<file path="src/rtl/seg7_scan_decoder.sv">
// Snoops a scanned 4-digit seven-segment bus, decodes each digit and publishes the signed
// frame value once it has been identical over STABLE_FRAMES consecutive frames.
module seg7_scan_decoder #(
    parameter int unsigned SETTLE        = 2,
    parameter int unsigned STABLE_FRAMES = 2,
    parameter int unsigned TIMEOUT       = 2097151
) (
    input  logic        clk,
    input  logic        rst_n,
    input  logic [7:0]  seg7_in,
    input  logic [3:0]  seg7_sel_in,
    output logic [14:0] value,
    output logic        value_strobe,
    output logic        frame_err,
    output logic        stale
);

    localparam int unsigned SW = $clog2(SETTLE + 1);
    localparam int unsigned RW = $clog2(STABLE_FRAMES + 1);
    localparam int unsigned TW = $clog2(TIMEOUT + 1);
    localparam logic [SW-1:0] SettleMax = SW'(SETTLE);
    localparam logic [RW-1:0] RunMax    = RW'(STABLE_FRAMES);
    localparam logic [TW-1:0] TmoMax    = TW'(TIMEOUT);
    localparam logic [3:0]    DigMinus  = 4'd10;

    typedef enum logic [1:0] {StIdle, StCollect, StAssemble} state_e;

    // Returns {valid, code}; blank decodes as a valid 0.
    function automatic logic [4:0] seg_decode(input logic [6:0] seg);
        case (seg)
            7'h3F:   return {1'b1, 4'd0};
            7'h06:   return {1'b1, 4'd1};
            7'h5B:   return {1'b1, 4'd2};
            7'h4F:   return {1'b1, 4'd3};
            7'h66:   return {1'b1, 4'd4};
            7'h6D:   return {1'b1, 4'd5};
            7'h7D:   return {1'b1, 4'd6};
            7'h07:   return {1'b1, 4'd7};
            7'h7F:   return {1'b1, 4'd8};
            7'h6F:   return {1'b1, 4'd9};
            7'h40:   return {1'b1, DigMinus};
            7'h00:   return {1'b1, 4'd0};
            default: return 5'b0_0000;
        endcase
    endfunction

    logic             unused_dp;
    logic [3:0]       sel_s1_q, sel_s2_q;
    logic [6:0]       seg_s1_q, seg_s2_q;
    logic [10:0]      smp_q;
    logic [SW-1:0]    cnt_q, cnt_d;
    state_e           state_q, state_d;
    logic [3:0]       mask_q, mask_d;
    logic [3:0][3:0]  dig_q, dig_d;
    logic [14:0]      frame_v_q, frame_v_d;
    logic             frame_done_q, frame_done_d;
    logic [14:0]      prev_v_q, prev_v_d;
    logic [RW-1:0]    run_q, run_d;
    logic [14:0]      value_q, value_d;
    logic             strobe_q, strobe_d;
    logic             err_q, err_d;
    logic [TW-1:0]    tmo_q, tmo_d;

    logic        accept, acc_ok, acc_err, idle_sel, onehot, minus_bad;
    logic [4:0]  dec;
    logic [1:0]  pos;
    logic [3:0]  base_mask, mask_acc;
    logic [14:0] mag, asm_v;

    assign unused_dp = seg7_in[7];

    // Settle: count includes the current sample, so a fresh value counts as 1.
    always_comb begin
        cnt_d = cnt_q;
        if ({sel_s2_q, seg_s2_q} != smp_q) begin
            cnt_d = SW'(1);
        end else if (cnt_q != SettleMax) begin
            cnt_d = cnt_q + SW'(1);
        end
        accept = (cnt_d == SettleMax) &&
                 ((cnt_q != SettleMax) || ({sel_s2_q, seg_s2_q} != smp_q));
    end

    always_comb begin
        pos = 2'd0;
        unique case (sel_s2_q)
            4'b0001: pos = 2'd0;
            4'b0010: pos = 2'd1;
            4'b0100: pos = 2'd2;
            4'b1000: pos = 2'd3;
            default: pos = 2'd0;
        endcase
        dec       = seg_decode(seg_s2_q);
        idle_sel  = (sel_s2_q == 4'h0) || (sel_s2_q == 4'hF);
        onehot    = $onehot(sel_s2_q);
        minus_bad = (dec[3:0] == DigMinus) && (pos != 2'd3);
        acc_ok    = accept && !idle_sel && onehot && dec[4] && !minus_bad;
        acc_err   = accept && !idle_sel && !(onehot && dec[4] && !minus_bad);
        base_mask = (state_q == StCollect) ? mask_q : 4'h0;
        // A repeated position restarts the frame so any scan order works.
        mask_acc  = ((base_mask & sel_s2_q) != 4'h0) ? sel_s2_q : (base_mask | sel_s2_q);
    end

    always_ff @(posedge clk or negedge rst_n) begin
        if (!rst_n) begin
            state_q <= StIdle;
        end else begin
            state_q <= state_d;
        end
    end

    always_comb begin
        state_d = state_q;
        unique case (state_q)
            StIdle: begin
                if (acc_ok) state_d = StCollect;
            end
            StCollect, StAssemble: begin
                if (acc_err) begin
                    state_d = StIdle;
                end else if (acc_ok && (mask_acc == 4'hF)) begin
                    state_d = StAssemble;
                end else begin
                    state_d = StCollect;
                end
            end
            default: state_d = StIdle;
        endcase
    end

    always_comb begin
        mag   = 15'(dig_q[2]) * 15'd100 + 15'(dig_q[1]) * 15'd10 + 15'(dig_q[0]);
        asm_v = (dig_q[3] == DigMinus) ? -mag : 15'(dig_q[3]) * 15'd1000 + mag;

        mask_d       = base_mask;
        dig_d        = dig_q;
        frame_done_d = (state_q == StAssemble);
        frame_v_d    = (state_q == StAssemble) ? asm_v : frame_v_q;
        err_d        = acc_err;
        if (acc_err) begin
            mask_d = 4'h0;
        end else if (acc_ok) begin
            mask_d     = mask_acc;
            dig_d[pos] = dec[3:0];
        end

        run_d    = run_q;
        prev_v_d = prev_v_q;
        value_d  = value_q;
        strobe_d = 1'b0;
        tmo_d    = (tmo_q == TmoMax) ? tmo_q : tmo_q + TW'(1);
        if (frame_done_q) begin
            tmo_d    = '0;
            prev_v_d = frame_v_q;
            if (frame_v_q != prev_v_q) begin
                run_d = RW'(1);
            end else if (run_q != RunMax) begin
                run_d = run_q + RW'(1);
            end
            if ((run_d == RunMax) && ((frame_v_q != prev_v_q) || (run_q != RunMax))) begin
                value_d  = frame_v_q;
                strobe_d = 1'b1;
            end
        end
    end

    always_ff @(posedge clk or negedge rst_n) begin
        if (!rst_n) begin
            sel_s1_q     <= '0;
            sel_s2_q     <= '0;
            seg_s1_q     <= '0;
            seg_s2_q     <= '0;
            smp_q        <= '0;
            cnt_q        <= '0;
            mask_q       <= '0;
            dig_q        <= '0;
            frame_v_q    <= '0;
            frame_done_q <= 1'b0;
            prev_v_q     <= '0;
            run_q        <= '0;
            value_q      <= '0;
            strobe_q     <= 1'b0;
            err_q        <= 1'b0;
            tmo_q        <= '0;
        end else begin
            sel_s1_q     <= seg7_sel_in;
            sel_s2_q     <= sel_s1_q;
            seg_s1_q     <= seg7_in[6:0];
            seg_s2_q     <= seg_s1_q;
            smp_q        <= {sel_s2_q, seg_s2_q};
            cnt_q        <= cnt_d;
            mask_q       <= mask_d;
            dig_q        <= dig_d;
            frame_v_q    <= frame_v_d;
            frame_done_q <= frame_done_d;
            prev_v_q     <= prev_v_d;
            run_q        <= run_d;
            value_q      <= value_d;
            strobe_q     <= strobe_d;
            err_q        <= err_d;
            tmo_q        <= tmo_d;
        end
    end

    assign value        = value_q;
    assign value_strobe = strobe_q;
    assign frame_err    = err_q;
    assign stale        = (tmo_q == TmoMax);

endmodule
</file>
<file path="config.mk">
export PLATFORM = sky130hd
export DESIGN_NAME = seg7_scan_decoder
export DESIGN_NICKNAME = d
export VERILOG_FILES = /design/src/rtl/seg7_scan_decoder.sv
export SDC_FILE = /design/constraint.sdc
export NUM_CORES = 1
export LEC_CHECK = 0
export ABC_AREA = 1
export BUFFER_PORTS_ARGS = -buffer_cell sky130_fd_sc_hd__buf_2
export CAP_MARGIN = 20
export CORE_MARGIN = 2
export CORE_UTILIZATION = 45
export CTS_BUF_LIST = sky130_fd_sc_hd__clkbuf_4 sky130_fd_sc_hd__clkbuf_8 sky130_fd_sc_hd__clkbuf_16
export DETAILED_ROUTE_END_ITERATION = 7
export PLACE_DENSITY_LB_ADDON = 0.12
export SYNTH_ARGS = -nofsm -noshare
export SYNTH_HDL_FRONTEND = slang
export SYNTH_SLANG_ARGS = --single-unit
</file>
<file path="constraint.sdc">
create_clock -name clk -period 6 [get_ports clk]
set_clock_uncertainty 0.2 [all_clocks]
set_input_delay 0.9 -clock clk [delete_from_list [all_inputs] [get_ports clk]]
set_output_delay 0.9 -clock clk [all_outputs]
set_load 0.005 [all_outputs]
</file>
==> summary.md, run 1 <==
| Metric | Value |
|---|---|
| Run status | `complete, no violations` |
| First-pass detailed-route iteration total | `5` |
| Std cell rows | `between 40 and 50` |
| Areal power density over the cells | `233.0 nW/µm²` |
| Clock tree from TritonCTS | `built` |
| Total count of max-transition violations in the final report | `0` |
| Setup repair after global routing missed its margin | `false` |
| Number of global-route vias before repair | `approximately 5800` |
| Worst-skew pair later-pin latency | `0.42 ns` |
| CTS root buffer | `clkbuf_16` |
| Number of antenna violations at the first check in global routing | `0` |
| Initial Util | `a little under half` |
| Number of nets in the layout | `1063` |
| Fmax achieved | `225.8 MHz` |
| Number of I/O pins | `32` |
| CTS clock-pin slew for the worst setup and hold paths | `roughly 0.060 ns` |
| DR vias | `around 6000` |
| Overall overflow remaining after global route | `0` |
| Routed wire length per instance | `12.62 µm` |
| Cell taking the most area after synthesis | `dfrtp_1` |
| Sink of the worst hold path | `seg_s2_q[0]` |
| Count of state elements after synthesis | `about 130` |
| Final Worst Setup Slack | `approximately 1.6 ns` |
| Crit path kind | `reg2reg` |
| Biggest area contributors in the synthesized netlist | `dfrtp_1, ha_1, nand2_1` |
| Final period utilization | `73.82%` |
| Post-DRT Antenna Nets | `0` |
| Post-route DRC | `0` |
| Share of synthesized flip-flops with an asynchronous set or reset | `100.0%` |
| Worst hold stages | `0` |
| Final RePlAce weighted congestion | `slightly below 0.9` |
| # hold bufs at CTS | `0` |
| CTS Buffer Depth | `2` |
| Number of vias per cell | `4.973` |
| Max FO, Critical Path | `6` |
| Worst setup slack for register-to-register paths | `roughly 1.6 ns` |
| HPWL Detailed | `roughly 11000 µm` |
| Instance count of the mapped netlist | `roughly 940` |
| Source of the worst register-to-register timing path | `dig_q[8]` |
| Warnings from Yosys | `0` |
| Most frequent cells in the layout | `nand2_1, inv_1, dfrtp_1` |
| Post-synthesis cell area | `7856 µm²` |
| Number of fillers in the final layout | `~1600` |
| Chip Height | `roughly 140 µm` |
| Max-slew headroom | `46.70%` |
| Core Util, Final | `51.63%` |
| DR iter-0 viols | `around 260` |
| Maximum Capacitance Violations | `0` |
| Number of antenna repair diodes | `0` |
| Dpl ws | `1.603 ns` |
| GRT Resource Usage Total | `between 10% and 20%` |
| Count of cells along the worst register-to-register path | `24` |
| Post-Syn Nets | `1030` |
| Reg-to-Reg End | `frame_v_q[13]` |
| Count of different cell masters after synthesis | `45` |
| Wire length of the first global-routing pass | `26870 µm` |
| Final critical path time including I/O delays and setup | `between 4 and 5 ns` |
| Wirelength, routed | `about 15000 µm` |
| Maximum number of pins on one net before global-route repair | `67` |
| Inserted Clock Buffers | `17` |
| Signal arrival time at the worst endpoint | `4.57 ns` |
| Worst slew pin tran | `0.7995 ns` |
| Layout area overhead | `12.88%` |
| # resized after CTS | `0` |
| Worst hold start | `seg_s1_q[0]` |
| Avg Synthesized Cell Area | `about 8.4 µm²` |
| Sink count of the clock tree | `128` |
| Category of the worst setup path launch point | `register` |
| Worst endpoint required time | `just over 6 ns` |
| Input/output buffers | `30` |
| Commonest non-fill, non-tap cell in the layout | `nand2_1` |
| CTS H-tree lvls | `4` |
| Die boundary width | `about 140 µm` |
| Top cell type's share of synthesized area | `between 40 and 50%` |
| Number of flops mapped to enable cells by yosys | `0` |
| Leakage Power | `4.657 nW` |
| Die ar. | `around 19000 µm²` |
| Proportion of layout cells with a drive suffix above 1 | `roughly a tenth` |
| Setup crit end kind | `register` |
| Setup tns final | `0 ns` |
| Post-CTS setup buffer count | `0` |
| Number of failing setup endpoints in the final timing report | `0` |
| Maximum ir drop on the vdd rail | `approximately 0.00019 V` |
| Final Hold Viols | `0` |
| Sequential area share after synthesis | `about two fifths` |
| Commonest register cell after synthesis | `dfrtp_1` |
| Class of the worst hold path | `reg2reg` |
| Area of the core | `17180 µm²` |
[cells by family (layout without fill, tap and decap cells)]
group / after synthesis / in the layout / synth area share (%)
XOR/XNOR: 36 / 36 / 4.396
flip-flops: 128 / 128 / 40.77
AO/OA/AOI/OAI: 136 / 136 / 9.412
buffers and inverters: 154 / 200 / 7.613
AND/OR/NAND/NOR: 408 / 408 / 24.21
adder cells (fa/ha/maj): 77 / 77 / 13.60
[registers in the layout, summed over array words and instances (netlist names)]
name          count
dig_q            16
sel_s2_q          4
smp_q            11
value_strobe      1
frame_err         1
frame_v_q        15
seg_s2_q          7
cnt_q             2
prev_v_q         15
sel_s1_q          4
value            15
mask_q            4
run_q             2
seg_s1_q          7
tmo_q            21
frame_done_q      1
state_q           2
[worst max-delay path, stage by stage, from the launching register on]
cell and delay [ns]:
dfrtp_1 0.45, ha_1 0.31, ha_1 0.16, inv_1 0.05, fa_1 0.47, inv_1 0.04, ha_1 0.28, ha_1 0.37
inv_1 0.13, o21bai_1 0.06, nand3b_1 0.17, nand2_1 0.09, nand2_1 0.08, nand2_1 0.08, nand2_1 0.08, nand2_1 0.12
inv_1 0.08, ha_1 0.32, a21oi_1 0.24, o21ai_0 0.13, inv_1 0.08, nand3_1 0.08, nand2_1 0.06, nand3_1 0.07
a21oi_1 0.13
[synth_stat cells (2+ instances only)]
cell and instances:
nand2_4 5, xnor2_1 12, or2_2 10, nor2_1 59, clkbuf_1 15, buf_2 4
o21ai_0 58, a211oi_1 3, a31oi_1 11, a31o_2 2, nand3b_1 6, nor3b_1 4
ha_1 63, a21oi_1 28, dfrtp_1 128, fa_1 14, inv_1 129, xor2_1 20
nand3_1 74, buf_6 2, nor4_1 7, o21ai_1 19, o21bai_1 3, nor3_1 21
nand4_1 19, o22ai_1 8, nor2_2 3, nand2_1 189, inv_2 3, xnor2_2 3
nor3_2 3
[per-stage QoR]
step	hold slack, ns	total power [mW]	instances	cell area [µm²]
floorplan	0.1312	0.9664	939	7856
global placement	0.1320	0.9991	1177	8225
detailed placement	0.1355	1.001	1177	8225
CTS	0.1503	2.100	1209	8853
global route	0.1545	2.155	1210	8869
finish	0.1468	2.066	1210	8869
[per-layer routing]
| metal | share of wire [%] | global-route usage [%] |
|---|---|---|
| met1 | 51 | 25.30 |
| met2 | 45 | 28.22 |
| met3 | 3.3 | 3.915 |
| met4 | 1.3 | 5.613 |
| met5 | 0 | 0 |
[how the worst max path moves through the flow]
stage / endpoint / startpoint
4_1_cts: frame_v_q[13] / dig_q[8]
6_report: frame_v_q[13] / dig_q[8]
2_1_floorplan: frame_v_q[12] / dig_q[5]
3_5_place_dp: frame_v_q[13] / dig_q[8]
3_3_place_gp: frame_v_q[13] / dig_q[8]
5_1_grt: frame_v_q[13] / dig_q[8]
[final cells by class]
class	count	area (µm²)	area share, %
inverter	133	499.2	5.629
sequential	128	3203	36.12
tap	225	281.5	3.174
clock buffer	19	452.9	5.107
timing repair buffer	35	201.4	2.271
multi-input combinational	657	4055	45.73
clock inverter	13	175.2	1.975
[power by group]
part	internal (mW)	total, mW	switching (mW)
clock	0.683	1.08	0.400
sequential	0.879	0.894	0.0150
combinational	0.0310	0.0895	0.0585
total	1.59	2.07	0.474
Power figures use the tool's default switching activity.
==> run 2, diff against run 1 <==
- clock period: 6 -> 3.96 ns (I/O delays scaled with it)
==> run 2 against run 1 <==
Compared with the run above:
- total power is 47% higher
- largest cell class unchanged
- routed wire length is 7.0% higher
- highest routed layer unchanged
- count of clock-buffer cells in the layout is 1 lower
- register-to-register slack worse by 1.5 ns
==> summary.md, run 2 (synthesis gave the netlist of run 1 again) <==
| Metric | Value |
|---|---|
| Post-route DRC | `0` |
| First-pass detailed-route iteration total | `5` |
| Maximum ir drop on the vdd rail | `about 0.00028 V` |
| Die ar. | `~19000 µm²` |
| Footprint of the multi-input gates | `4417 µm²` |
| CTS clock-pin slew for the worst setup and hold paths | `about 0.06 ns` |
| Number of nets in the layout | `roughly 1100` |
| Pwr Total | `3.035 mW` |
| Initial Util | `45.74%` |
| Wire length of the first global-routing pass | `28260 µm` |
| Area taken by flip-flops and latches | `between 3000 and 4000 µm²` |
| Worst setup slack for register-to-register paths | `between 0.03 and 0.04 ns` |
| Registers with the most flip-flops | `tmo_q x21, dig_q x16` |
| Signal arrival time at the worst endpoint | `approximately 4.1 ns` |
| Placed cell count | `1220` |
| Most frequent cells in the layout | `nand2_1, dfrtp_1, inv_1` |
| Inserted Clock Buffers | `17` |
| Max-slew headroom | `between 30 and 40%` |
| Number of I/O pins | `32` |
| Crit path capture | `frame_v_q[14]` |
| Final Hold Viols | `0` |
| Chip Height | `136.1 µm` |
| Input/output buffers | `30` |
| Post-DRT Antenna Nets | `0` |
| Fmax achieved | `254.8 MHz` |
| Sink count of the clock tree | `around 130` |
| GRT Resource Usage Total | `a little under a fifth` |
| # hold bufs at CTS | `0` |
| Setup repair after global routing missed its margin | `true` |
| Number of global-route vias before repair | `a little over 6000` |
| Clock tree from TritonCTS | `built` |
| Worst-skew pair later-pin latency | `0.42 ns` |
| Final RePlAce weighted congestion | `0.8579` |
| Run status | `complete, no violations` |
| Routed wire length per instance | `roughly 13 µm` |
| Layout area overhead | `22.20%` |
| Final period utilization | `~99%` |
| Commonest non-fill, non-tap cell in the layout | `nand2_1` |
| Critical path startpoint | `dig_q[6]` |
| Number of antenna repair diodes | `0` |
| DR iter-0 viols | `285` |
| Crit path kind | `reg2reg` |
| DR vias | `6268` |
| Proportion of layout cells with a drive suffix above 1 | `between 20 and 25%` |
| Non-Filler Instances | `between 1000 and 1500` |
| Maximum number of pins on one net before global-route repair | `between 100 and 150` |
| CTS root buffer | `clkbuf_16` |
| Number of failing setup endpoints in the final timing report | `0` |
| CTS H-tree lvls | `4` |
| Die boundary width | `~140 µm` |
| Category of the worst setup path launch point | `register` |
| Wirelength, routed | `between 15000 and 20000 µm` |
| Reg with most FFs | `tmo_q` |
| Std cell rows | `48` |
| Count of cells along the worst register-to-register path | `20` |
| Number of vias per cell | `roughly 5.0` |
| HPWL Detailed | `between 10000 and 15000 µm` |
| Leakage Power | `slightly below 5 nW` |
| Placed cell areas | `8556 µm²` |
| Final critical path time including I/O delays and setup | `between 3 and 4 ns` |
| Number of fillers in the final layout | `approximately 1600` |
| Worst endpoint required time | `~4 ns` |
| Area of the core | `approximately 17000 µm²` |
| Number of flip-flops in the largest register | `21` |
| Max FO, Critical Path | `4` |
| Maximum Capacitance Violations | `0` |
| CTS Buffer Depth | `2` |
| Class of the worst hold path | `in2reg` |
| Total count of max-transition violations in the final report | `0` |
| Final design area excluding fillers | `approximately 9600 µm²` |
| Worst slew pin tran | `0.9649 ns` |
| Reg-to-Reg End | `frame_v_q[14]` |
| Source of the worst register-to-register timing path | `dig_q[6]` |
| Areal power density over the cells | `~320 nW/µm²` |
| Overall overflow remaining after global route | `0` |
| Setup crit end kind | `register` |
| Number of antenna violations at the first check in global routing | `0` |
run 2: through the flow:
step                      hold WS [ns]  worst slack [ns]  TNS (ns)  util (%)
after floorplan                0.09841           0.02642         0         -
after global placement          0.1325           -0.1604   -0.4828     49.81
after detailed placement        0.1347           -0.2334   -0.8551     49.81
after CTS                      0.05951          0.003836         0     54.11
after global routing           0.05591           -0.1347   -0.5568     55.89
final                          0.07886           0.03588         0     55.89
run 2: repair_timing:
item                       CTS  global route
cloned                       0             0
resized for setup           15            65
pin swaps                    8            45
buffers inserted             7             6
setup endpoints to repair    7             7
run 2: routing by layer:
metal / global-route usage, % / routed length (µm) / up-vias
li1: - / - / 3263
met1: 25.91 / 7995 / 2902
met2: 30.85 / 7701 / 88
met3: 3.691 / 434 / 15
met4: 5.845 / 205 / 0
met5: 0 / 0 / -
run 2: final cells by class:
cell class / count / area share (%)
repair buffers: 90 / 6.360
inverters: 133 / 5.200
clock inverters: 14 / 1.629
multi-input cells: 657 / 46.01
clock buffers: 18 / 4.509
flip-flops and latches: 128 / 33.36
well taps: 225 / 2.932
run 2: critical path, stage by stage, from the launching register on:
cell and delay [ns]:
dfrtp_1 0.40, ha_1 0.25, ha_4 0.18, fa_2 0.52, ha_1 0.25, ha_4 0.31
nand2_1 0.07, nand2_1 0.05, nand2_1 0.04, nand2_1 0.08, inv_1 0.09, ha_4 0.28
inv_1 0.05, or2_2 0.31, nand3b_1 0.16, nand3b_1 0.12, nand2_2 0.14, nand3_4 0.10
nand2_4 0.08, nand3_2 0.06, a21oi_2 0.13
run 2: worst min path at each step:
stage	from	end	slack (ns)	cells after the start
final	seg7_sel_in[3]	sel_s1_q[3]	0.08	1
after global routing	seg7_sel_in[0]	sel_s1_q[0]	0.06	1
after CTS	seg7_sel_in[0]	sel_s1_q[0]	0.06	1
after detailed placement	sel_s1_q[2]	sel_s2_q[2]	0.13	0
after global placement	sel_s1_q[0]	sel_s2_q[0]	0.13	0
after floorplan	rst_n	cnt_q[0]	0.1	0
run 2: where the power goes:
| part | internal (mW) | switching [mW] | leakage, nW |
|---|---|---|---|
| registers | 1.33 | 0.0227 | 1.69 |
| logic | 0.0473 | 0.0889 | 2.92 |
| clock network | 0.941 | 0.603 | 0.277 |
